**src/rtl/pipe_ctrl_pkg.sv**
```systemverilog
// Shared pipeline definitions: FSM states, register-specifier width, stage-control bundle.
// Pure declarations; no latency and no backpressure.
package pipe_ctrl_pkg;

    localparam int REG_W = 4;

    // Instruction word that a flushed pipeline register carries.
    localparam logic [31:0] NOP_INSTR = 32'h0000_0000;

    typedef enum logic [1:0] {
        ST_RUN   = 2'd0,
        ST_IMISS = 2'd1,
        ST_DMISS = 2'd2,
        ST_HALT  = 2'd3
    } state_t;

    typedef struct packed {
        logic pc_we;
        logic ifid_we;
        logic ifid_flush;
        logic idex_we;
        logic idex_flush;
        logic exmem_we;
        logic memwb_we;
    } stage_ctl_t;

    localparam stage_ctl_t CTL_RUN = '{
        pc_we:      1'b1,
        ifid_we:    1'b1,
        ifid_flush: 1'b0,
        idex_we:    1'b1,
        idex_flush: 1'b0,
        exmem_we:   1'b1,
        memwb_we:   1'b1
    };

    localparam stage_ctl_t CTL_FROZEN = '0;

endpackage

```
**src/rtl/pipe_ctrl_if.sv**
```systemverilog
// Condition inputs and stage-control outputs between the pipeline and its sequencer.
// Wires only; no latency and no backpressure.
interface pipe_ctrl_if #(parameter int CNT_W = 16);
    import pipe_ctrl_pkg::*;

    logic             idex_memread;
    logic [REG_W-1:0] idex_rd;
    logic [REG_W-1:0] ifid_rs;
    logic [REG_W-1:0] ifid_rt;
    logic             ifid_uses_rt;
    logic             ex_redirect;
    logic             icache_busy;
    logic             dcache_busy;
    logic             memwb_halt;

    logic             pc_we;
    logic             ifid_we;
    logic             ifid_flush;
    logic             idex_we;
    logic             idex_flush;
    logic             exmem_we;
    logic             memwb_we;
    logic             halted;
    logic [CNT_W-1:0] stall_cnt;

    modport master (
        output idex_memread, idex_rd, ifid_rs, ifid_rt, ifid_uses_rt,
        output ex_redirect, icache_busy, dcache_busy, memwb_halt,
        input  pc_we, ifid_we, ifid_flush, idex_we, idex_flush,
        input  exmem_we, memwb_we, halted, stall_cnt
    );

    modport slave (
        input  idex_memread, idex_rd, ifid_rs, ifid_rt, ifid_uses_rt,
        input  ex_redirect, icache_busy, dcache_busy, memwb_halt,
        output pc_we, ifid_we, ifid_flush, idex_we, idex_flush,
        output exmem_we, memwb_we, halted, stall_cnt
    );

endinterface

```
**src/rtl/pipe_ctrl_hazard_unit.sv**
```systemverilog
// Load-to-use detector: EX load whose destination feeds the ID instruction.
// Combinational, zero latency; no backpressure.
module hazard_unit
    import pipe_ctrl_pkg::*;
(
    input  logic             idex_memread_i,
    input  logic [REG_W-1:0] idex_rd_i,
    input  logic [REG_W-1:0] ifid_rs_i,
    input  logic [REG_W-1:0] ifid_rt_i,
    input  logic             ifid_uses_rt_i,
    output logic             lu_o
);

    logic rs_hit;
    logic rt_hit;

    assign rs_hit = (idex_rd_i == ifid_rs_i);
    assign rt_hit = ifid_uses_rt_i & (idex_rd_i == ifid_rt_i);

    // r0 is hardwired zero, so a load into it never creates a dependency.
    assign lu_o = idex_memread_i & (idex_rd_i != '0) & (rs_hit | rt_hit);

endmodule

```
**src/rtl/pipe_ctrl.sv**
```systemverilog
// Central sequencer: per-stage write enables/flushes from hazards, misses, redirects and halt.
// Stage controls are combinational (zero latency); state, redirect_pend and stall_cnt update per clock.
module pipe_ctrl
    import pipe_ctrl_pkg::*;
#(
    parameter int CNT_W = 16
)
(
    input  logic       clk,
    input  logic       rst_n,
    pipe_ctrl_if.slave bus
);

    state_t           state_q;
    state_t           state_d;
    logic             redirect_pend_q;
    logic             redirect_pend_d;
    logic [CNT_W-1:0] stall_cnt_q;
    logic [CNT_W-1:0] stall_cnt_d;
    stage_ctl_t       ctl;
    logic             lu;

    hazard_unit u_hazard (
        .idex_memread_i (bus.idex_memread),
        .idex_rd_i      (bus.idex_rd),
        .ifid_rs_i      (bus.ifid_rs),
        .ifid_rt_i      (bus.ifid_rt),
        .ifid_uses_rt_i (bus.ifid_uses_rt),
        .lu_o           (lu)
    );

    always_ff @(posedge clk or negedge rst_n) begin
        if (!rst_n) begin
            state_q         <= ST_RUN;
            redirect_pend_q <= 1'b0;
            stall_cnt_q     <= '0;
        end else begin
            state_q         <= state_d;
            redirect_pend_q <= redirect_pend_d;
            stall_cnt_q     <= stall_cnt_d;
        end
    end

    always_comb begin
        state_d         = state_q;
        redirect_pend_d = redirect_pend_q;
        stall_cnt_d     = stall_cnt_q;
        ctl             = CTL_RUN;

        if (state_q == ST_HALT) begin
            ctl = CTL_FROZEN;
        end else if (bus.dcache_busy) begin
            // The branch stays frozen in EX and redirects again later, so setting here is harmless.
            ctl     = CTL_FROZEN;
            state_d = ST_DMISS;
            if (bus.ex_redirect) begin
                redirect_pend_d = 1'b1;
            end
        end else begin
            if (bus.memwb_halt) begin
                state_d = ST_HALT;
            end else if (bus.icache_busy) begin
                state_d = ST_IMISS;
            end else begin
                state_d = ST_RUN;
            end

            if (bus.ex_redirect) begin
                ctl.ifid_flush  = 1'b1;
                ctl.idex_flush  = 1'b1;
                redirect_pend_d = bus.icache_busy;
            end else if (bus.icache_busy) begin
                ctl.pc_we      = 1'b0;
                ctl.ifid_flush = 1'b1;
            end else begin
                if (lu) begin
                    ctl.pc_we      = 1'b0;
                    ctl.ifid_we    = 1'b0;
                    ctl.idex_flush = 1'b1;
                end
                // First fetch return after a redirect-during-miss belongs to the old path.
                if (redirect_pend_q) begin
                    ctl.ifid_flush = 1'b1;
                end
                redirect_pend_d = 1'b0;
            end
        end

        if ((state_q != ST_HALT) && !ctl.pc_we && (stall_cnt_q != '1)) begin
            stall_cnt_d = stall_cnt_q + 1'b1;
        end
    end

    assign bus.pc_we      = ctl.pc_we    & rst_n;
    assign bus.ifid_we    = ctl.ifid_we  & rst_n;
    assign bus.idex_we    = ctl.idex_we  & rst_n;
    assign bus.exmem_we   = ctl.exmem_we & rst_n;
    assign bus.memwb_we   = ctl.memwb_we & rst_n;
    assign bus.ifid_flush = ctl.ifid_flush;
    assign bus.idex_flush = ctl.idex_flush;
    assign bus.halted     = (state_q == ST_HALT);
    assign bus.stall_cnt  = stall_cnt_q;

endmodule

```
**src/flat_wrapper.sv**
```systemverilog
// flat-port wrapper written by rule: the top's interface ports become plain ports
module pipe_ctrl_flat import pipe_ctrl_pkg::*;
#(
    parameter int CNT_W = 16
)
  (clk, rst_n, bus_idex_memread, bus_idex_rd, bus_ifid_rs, bus_ifid_rt, bus_ifid_uses_rt, bus_ex_redirect, bus_icache_busy, bus_dcache_busy, bus_memwb_halt, bus_pc_we, bus_ifid_we, bus_ifid_flush, bus_idex_we, bus_idex_flush, bus_exmem_we, bus_memwb_we, bus_halted, bus_stall_cnt);
  pipe_ctrl_if #(.CNT_W(CNT_W)) bus_i ();
  input  logic clk;
  input  logic rst_n;
  input wire logic [$bits(bus_i.idex_memread)-1:0] bus_idex_memread;
  input wire logic [$bits(bus_i.idex_rd)-1:0] bus_idex_rd;
  input wire logic [$bits(bus_i.ifid_rs)-1:0] bus_ifid_rs;
  input wire logic [$bits(bus_i.ifid_rt)-1:0] bus_ifid_rt;
  input wire logic [$bits(bus_i.ifid_uses_rt)-1:0] bus_ifid_uses_rt;
  input wire logic [$bits(bus_i.ex_redirect)-1:0] bus_ex_redirect;
  input wire logic [$bits(bus_i.icache_busy)-1:0] bus_icache_busy;
  input wire logic [$bits(bus_i.dcache_busy)-1:0] bus_dcache_busy;
  input wire logic [$bits(bus_i.memwb_halt)-1:0] bus_memwb_halt;
  output wire logic [$bits(bus_i.pc_we)-1:0] bus_pc_we;
  output wire logic [$bits(bus_i.ifid_we)-1:0] bus_ifid_we;
  output wire logic [$bits(bus_i.ifid_flush)-1:0] bus_ifid_flush;
  output wire logic [$bits(bus_i.idex_we)-1:0] bus_idex_we;
  output wire logic [$bits(bus_i.idex_flush)-1:0] bus_idex_flush;
  output wire logic [$bits(bus_i.exmem_we)-1:0] bus_exmem_we;
  output wire logic [$bits(bus_i.memwb_we)-1:0] bus_memwb_we;
  output wire logic [$bits(bus_i.halted)-1:0] bus_halted;
  output wire logic [$bits(bus_i.stall_cnt)-1:0] bus_stall_cnt;
  assign bus_i.idex_memread = bus_idex_memread;
  assign bus_i.idex_rd = bus_idex_rd;
  assign bus_i.ifid_rs = bus_ifid_rs;
  assign bus_i.ifid_rt = bus_ifid_rt;
  assign bus_i.ifid_uses_rt = bus_ifid_uses_rt;
  assign bus_i.ex_redirect = bus_ex_redirect;
  assign bus_i.icache_busy = bus_icache_busy;
  assign bus_i.dcache_busy = bus_dcache_busy;
  assign bus_i.memwb_halt = bus_memwb_halt;
  assign bus_pc_we = bus_i.pc_we;
  assign bus_ifid_we = bus_i.ifid_we;
  assign bus_ifid_flush = bus_i.ifid_flush;
  assign bus_idex_we = bus_i.idex_we;
  assign bus_idex_flush = bus_i.idex_flush;
  assign bus_exmem_we = bus_i.exmem_we;
  assign bus_memwb_we = bus_i.memwb_we;
  assign bus_halted = bus_i.halted;
  assign bus_stall_cnt = bus_i.stall_cnt;
  pipe_ctrl #(.CNT_W(CNT_W)) u_core (.clk(clk), .rst_n(rst_n), .bus(bus_i));
endmodule
```
**config.mk**
```make
export PLATFORM = sky130hd
export DESIGN_NAME = pipe_ctrl_flat
export DESIGN_NICKNAME = d
export VERILOG_FILES = /design/src/rtl/pipe_ctrl_pkg.sv /design/src/rtl/pipe_ctrl_if.sv /design/src/rtl/pipe_ctrl_hazard_unit.sv /design/src/rtl/pipe_ctrl.sv /design/src/flat_wrapper.sv
export SDC_FILE = /design/constraint.sdc
export NUM_CORES = 1
export LEC_CHECK = 0
export ABC_AREA = 1
export CORE_MARGIN = 2
export CORE_UTILIZATION = 25
export DETAILED_ROUTE_END_ITERATION = 10
export GPL_ROUTABILITY_DRIVEN = 1
export PLACE_DENSITY_LB_ADDON = 0.05
export SLEW_MARGIN = 40
export SYNTH_ARGS = -nofsm -noshare
export SYNTH_HDL_FRONTEND = slang
export SYNTH_SLANG_ARGS = --single-unit
```
**constraint.sdc**
```tcl
create_clock -name clk -period 4.7 [get_ports clk]
set_input_delay 1.175 -clock clk [delete_from_list [all_inputs] [get_ports clk]]
set_output_delay 1.175 -clock clk [all_outputs]
set_load 0.05 [all_outputs]
```
# --- Word level (Yosys, flattened, before mapping) ---
# Cells that the tools add are included.
word_totals:
  ff_bits: 19
  inputBits: 20
  wordCells: 48
classes:
  add_sub_neg: 1
  n_eq_ne: 7
  mux: 22
  bitwise_logic: 10
  reduce_logical: 5
op_table:
  columns: ["operator", "count"]
  rows:
  - ["$add A16 B1 Y16 const B", 1]
  - ["$ne A16 B16 Y1 const B", 1]
  - ["$mux W1", 15]
  - ["$mux W2", 5]
  - ["$and A1 B1 Y1", 8]
  - ["$eq A4 B4 Y1", 2]
  - ["$mux W7", 1]
  - ["$ne A2 B2 Y1 const B", 3]
  - ["$reduce_bool A4 Y1", 1]
  - ["$mux W3", 1]
  - ["$reduce_and A3 Y1", 1]
  - ["$eq A2 B2 Y1 const B", 1]
  - ["$logic_and A1 B1 Y1", 2]
  - ["$logic_not A1 Y1", 1]
  - ["$not A1 Y1", 1]
  - ["$or A1 B1 Y1", 1]

# --- Logic depth before layout (Yosys ltp) ---
# Gate-level depths: netlist of the first run.
depth:
  word_depth: 12
  mapped_depth: 14
  depth_no_buf: 13

# --- By module ---
# From an unflattened synthesis of the first run, not the netlist that was laid out.
unflattened:
  cells_unflattened: 225
  hier_area_um2: 1422.6
by_module_without_submodules:
  columns: ["mod", "instances", "cells_per_inst", "area_each_um2", "seq_area_each_um2"]
  rows:
  - ["pipe_ctrl", 1, 185, 1253.7, 475.5]
  - ["hazard_unit", 1, 40, 168.9, 0.0]

# --- Worst setup path after synthesis of the first run ---
# OpenSTA, ideal clock, no wires.
synth_timing:
  path_type: "input to output"
  startpoint: "in bus_dcache_busy"
  endpoint: "out bus_ifid_we"
  t_arrival_ns: 2.636
  required_ns: 3.525
  slack_ns: 0.889
  stages: 5
  n_path_buf: 0
  cell_sequence: "nor2_1 > inv_1 > nor2_1 > o21ai_0 > inv_1"
synth_between:
  elab_chain_cells: 3
synth_lines:
  columns: ["element", "line_no", "rtl"]
  rows:
  - ["start: declaration", "flat_wrapper.sv:17", "input wire logic [$bits(bus_i.dcache_busy)-1:0] bus_dcache_busy;"]
  - ["$mux W3", "pipe_ctrl.sv:52", "end else if (bus.dcache_busy) begin"]
  - ["$mux W7", "pipe_ctrl.sv:50", "if (state_q == ST_HALT) begin"]
  - ["$and A1 B1 Y1", "pipe_ctrl.sv:95", "assign bus.ifid_we = ctl.ifid_we & rst_n;"]
  - ["end: declaration", "flat_wrapper.sv:20", "output wire logic [$bits(bus_i.ifid_we)-1:0] bus_ifid_we;"]
# Every way passes these cells.

# --- Worst setup path after layout of the first run ---
layout_timing:
  startpoint: "in bus_idex_rd[2]"
  endpoint: "out bus_idex_flush"
layout_between:
  elab_chain_cells: 9
  word_cells_on_any_way: 12
layout_lines:
  columns: ["element", "line_no", "rtl"]
  rows:
  - ["start: declaration", "flat_wrapper.sv:11", "input wire logic [$bits(bus_i.idex_rd)-1:0] bus_idex_rd;"]
  - ["$eq A4 B4 Y1", "pipe_ctrl_hazard_unit.sv:18", "assign rt_hit = ifid_uses_rt_i & (idex_rd_i == ifid_rt_i);"]
  - ["$and A1 B1 Y1", "pipe_ctrl_hazard_unit.sv:18", null]
  - ["$or A1 B1 Y1", "pipe_ctrl_hazard_unit.sv:21", "assign lu_o = idex_memread_i & (idex_rd_i != '0) & (rs_hit | rt_hit);"]
  - ["$and A1 B1 Y1 (*)", "pipe_ctrl_hazard_unit.sv:21", null]
  - ["$mux W1 (*)", "pipe_ctrl.sv:76", "if (lu) begin"]
  - ["$mux W1 (*)", "pipe_ctrl.sv:72", "end else if (bus.icache_busy) begin"]
  - ["$mux W1 (*)", "pipe_ctrl.sv:68", "if (bus.ex_redirect) begin"]
  - ["$mux W1 (*)", "pipe_ctrl.sv:52", null]
  - ["$mux W7 (*)", "pipe_ctrl.sv:50", null]
  - ["end: declaration", "flat_wrapper.sv:23", "output wire logic [$bits(bus_i.idex_flush)-1:0] bus_idex_flush;"]
# Mark *: on every way between the ends. The rest lies on a longest branch, timed or not.

==> results of run 1 <==
[power by group through the flow]
stage               Combinational (mW)  Sequential [mW]  Clock (mW)
global route                     0.193            0.208       0.130
global placement                 0.181            0.207           0
floorplan                       0.0662            0.250           0
detailed placement               0.181            0.207           0
finish                           0.179            0.204       0.118
CTS                              0.181            0.204       0.125
[sequential cells by signal, indices dropped and copies added, names as in the netlist]
name and cells:
u_core.redirect_pend_q 1, u_core.bus.stall_cnt 16, u_core.state_q 2
[stage by stage]
stage	worst slack (ns)	hold WS (ns)	utilization	instance area (µm²)
global route	0.220	0.608	0.363	1980
global placement	0.368	0.523	0.355	1930
detailed placement	0.364	0.536	0.355	1930
CTS	0.357	0.557	0.363	1980
floorplan	0.889	0.530	-	1390
finish	0.357	0.543	0.363	1980
[cell usage after synthesis (all sizes together)]
library cell	count
nor2	17
a21boi	1
ha	1
clkbuf	2
nor3	5
a21oi	1
or2	1
nand4	20
dfrtp	19
xnor2	4
nand3	12
xor2	10
o21ai	6
a31oi	1
clkinv	1
buf	6
inv	27
nand2	64
[worst register-to-register path: stages (launching register included)]
cell and delay [ns]:
dfrtp_1 0.45, ha_1 0.24, nand3_2 0.13, inv_2 0.10
nand3_2 0.13, nor2_4 0.16, nand4_4 0.25, nand3_2 0.35
nand2_1 0.09, nand2_1 0.07
[how the worst min path moves through the flow]
stage                                           to  slack (ns)
2_1_floorplan   u_core.redirect_pend_q$_DFFE_PN0P_        0.53
3_3_place_gp   u_core.bus.stall_cnt[8]$_DFFE_PN0P_        0.52
3_5_place_dp   u_core.bus.stall_cnt[8]$_DFFE_PN0P_        0.54
4_1_cts        u_core.bus.stall_cnt[8]$_DFFE_PN0P_        0.56
5_1_grt        u_core.bus.stall_cnt[8]$_DFFE_PN0P_        0.61
6_report       u_core.bus.stall_cnt[8]$_DFFE_PN0P_        0.54
[layer usage]
metal	vias to the layer above	track usage	share of wire
met3	4	0.0414	0.058
li1	718	-	-
met5	-	0	0
met4	0	0.0404	0.016
met2	33	0.204	0.45
met1	616	0.161	0.47
[kinds of logic after synthesis]
family | synth area share
simple gates | 0.406
buf+inv | 0.120
xor+xnor | 0.0881
fa+ha+maj | 0.00899
flops | 0.342
compound gates | 0.0351
[area by class of cell]
type / count / area (µm²) / share of cell area
multi-input cells: 143 / 749 / 0.379
repair buffers: 47 / 510 / 0.258
flip-flops and latches: 19 / 475 / 0.241
inverters: 28 / 105 / 0.0532
well taps: 72 / 90.1 / 0.0456
clock buffers: 4 / 45.0 / 0.0228
==> results.md, run 1 <==
* CP max FO at 4
* Final setup violation count at 0
* Nets@finish at 263
* Drt first-iter violations at 59
* Register area share after synthesis at 0.342
* Root Driver: clkbuf_8
* WHS Path Cells at 2
* Yosys warning total at 0
* Clk sink count at 19
* Cell Chain, Critical Path: clkdlybuf4s50_1 -> inv_1 -> nand2_1 -> nand2_1 -> nor2_1 -> nand2_1 -> nand2_1 -> nand3_1 -> a21oi_1 -> clkdlybuf4s50_1
* Via Count at 1371
* Cts hold-fix bufs at 0
* DRT Pass-1 Iters at 4
* Die Wd at 78.6 µm
* P_leak at 0.923 nW
* Worst R2R Path Depth at 9
* Clk slew on worst S/H paths at 0.08 ns
* Port Buffers at 43
* Slew margin rel. at 0.639
* Worst R2R Setup Slack at 2.65 ns
* GR Overflow Total at 0
* Longest Clk Path Bufs at 2
* Status: completed
* Pwr dens at 254 nW/µm²
* Routability Congestion at 0.803
* Startpoint Class: input port
* Setup_tns at 0 ns
* Critical path depth in cells at 10
* Fillers at 589
* Clock Skew at 0.00330 ns
* Area delta synth->final at 42.0%
* CP endpoint: bus_idex_flush
* Synth area leaders: dfrtp_1 34%, nand2_1 17%, nand4_1 8.5%
* Final wirelength at 3740 µm
* VDD IR max at 0.0927 mV
* Worst Path Required at 3.52 ns
* WP data arrival at 3.17 ns
* Post-synth top area cell: dfrtp_1
* Starting density of the core at 0.256
* Sw Ratio at 0.384
* Delay-heaviest family, CP: buffers and inverters
* Slew Viols, Final at 0
* Part of the power in combinational logic at 0.358
* Synth Net Count at 219
* Residual DRC at 0
* # IOs at 44
* Yosys cell types at 26
* Clock share of power at 0.236
* Post-Layout Cell Count at 313
* P_int at 0.309 mW
* Worst R2R Start: u_core.bus.stall_cnt[0]$_DFFE_PN0P_
* Initial antenna violation count at 0
* Net switching power at 0.192 mW
* All-Layer GR Usage at 0.127
* Post-Syn Instances at 198
* Critical Path Max Stage Delay at 0.82 ns
* Vias per inst at 4.38
* Die height at 78.6 µm
* Synthesized area at 1390 µm²
* Site Rows at 27
* DR WL/cell at 11.9 µm
* Die ar. at 6180 µm²
* Worst-margin pin slew at 0.539 ns
* CTS resizes at 0
* Clock latency on the worst-skew pair at 0.26 ns
* Largest net degree at the start of global routing at 21
* Final worst path period need at 4.34 ns
* Flop pwr share at 0.407
* Total power at 0.501 mW
* Max cap viols at 0
* TritonCTS clock tree: yes
* Clock buffer count from CTS at 3
* Area fraction of the dominant cell type after synthesis at 0.342
* Mean Syn Cell Area at 7.03 µm²
* Setup repair after global routing missed its margin: no
* Most frequent cells in the layout: 63 x nand2_1, 38 x clkdlybuf4s50_1, 24 x inv_1, 19 x nand4_1, 19 x dfrtp_1
* Commonest non-fill, non-tap cell in the layout: nand2_1
* Global-route wire length before repair at 6310 µm
* Share of cells above drive strength 1 at 0.0954
* CP bufs+invs at 3
* Hold Path Class: register to register
* Number of diodes at 0
* Yosys reg bits at 19
* CP max-delay cell: clkdlybuf4s50_1
* Dpl cells at 309
* Final Hold Viols at 0
* Vias in the first global route at 1313
* Critical Path End Type: primary output
* CORE AREA at 5440 µm²
* Crit Path Category: input port to primary output
* # H-tree levels at 1
* Setup bufs post-CTS at 0
* Antenna-violating nets left at 0
* Max Clk Rate at 230 MHz
* Reg-to-reg endpoint: u_core.bus.stall_cnt[0]$_DFFE_PN0P_
* Hold path startpoint: u_core.bus.stall_cnt[8]$_DFFE_PN0P_
* Crit path launch: bus_idex_rd[2]
* Crit path top cell by count: nand2_1
* Tcrit/Tclk final at 0.924
* HPWL Detailed at 2780 µm
No activity file was read; power rests on OpenSTA's default activity.
==> inputs of run 2 (changes only) <==
--- a/config.mk
+++ b/config.mk
@@ -15,3 +15,4 @@
 export SYNTH_ARGS = -nofsm -noshare
 export SYNTH_HDL_FRONTEND = slang
 export SYNTH_SLANG_ARGS = --single-unit
+export TNS_END_PERCENT = 5
==> results of run 2 <==
The final DEF is identical to that of run 1; final timing and power are the same.
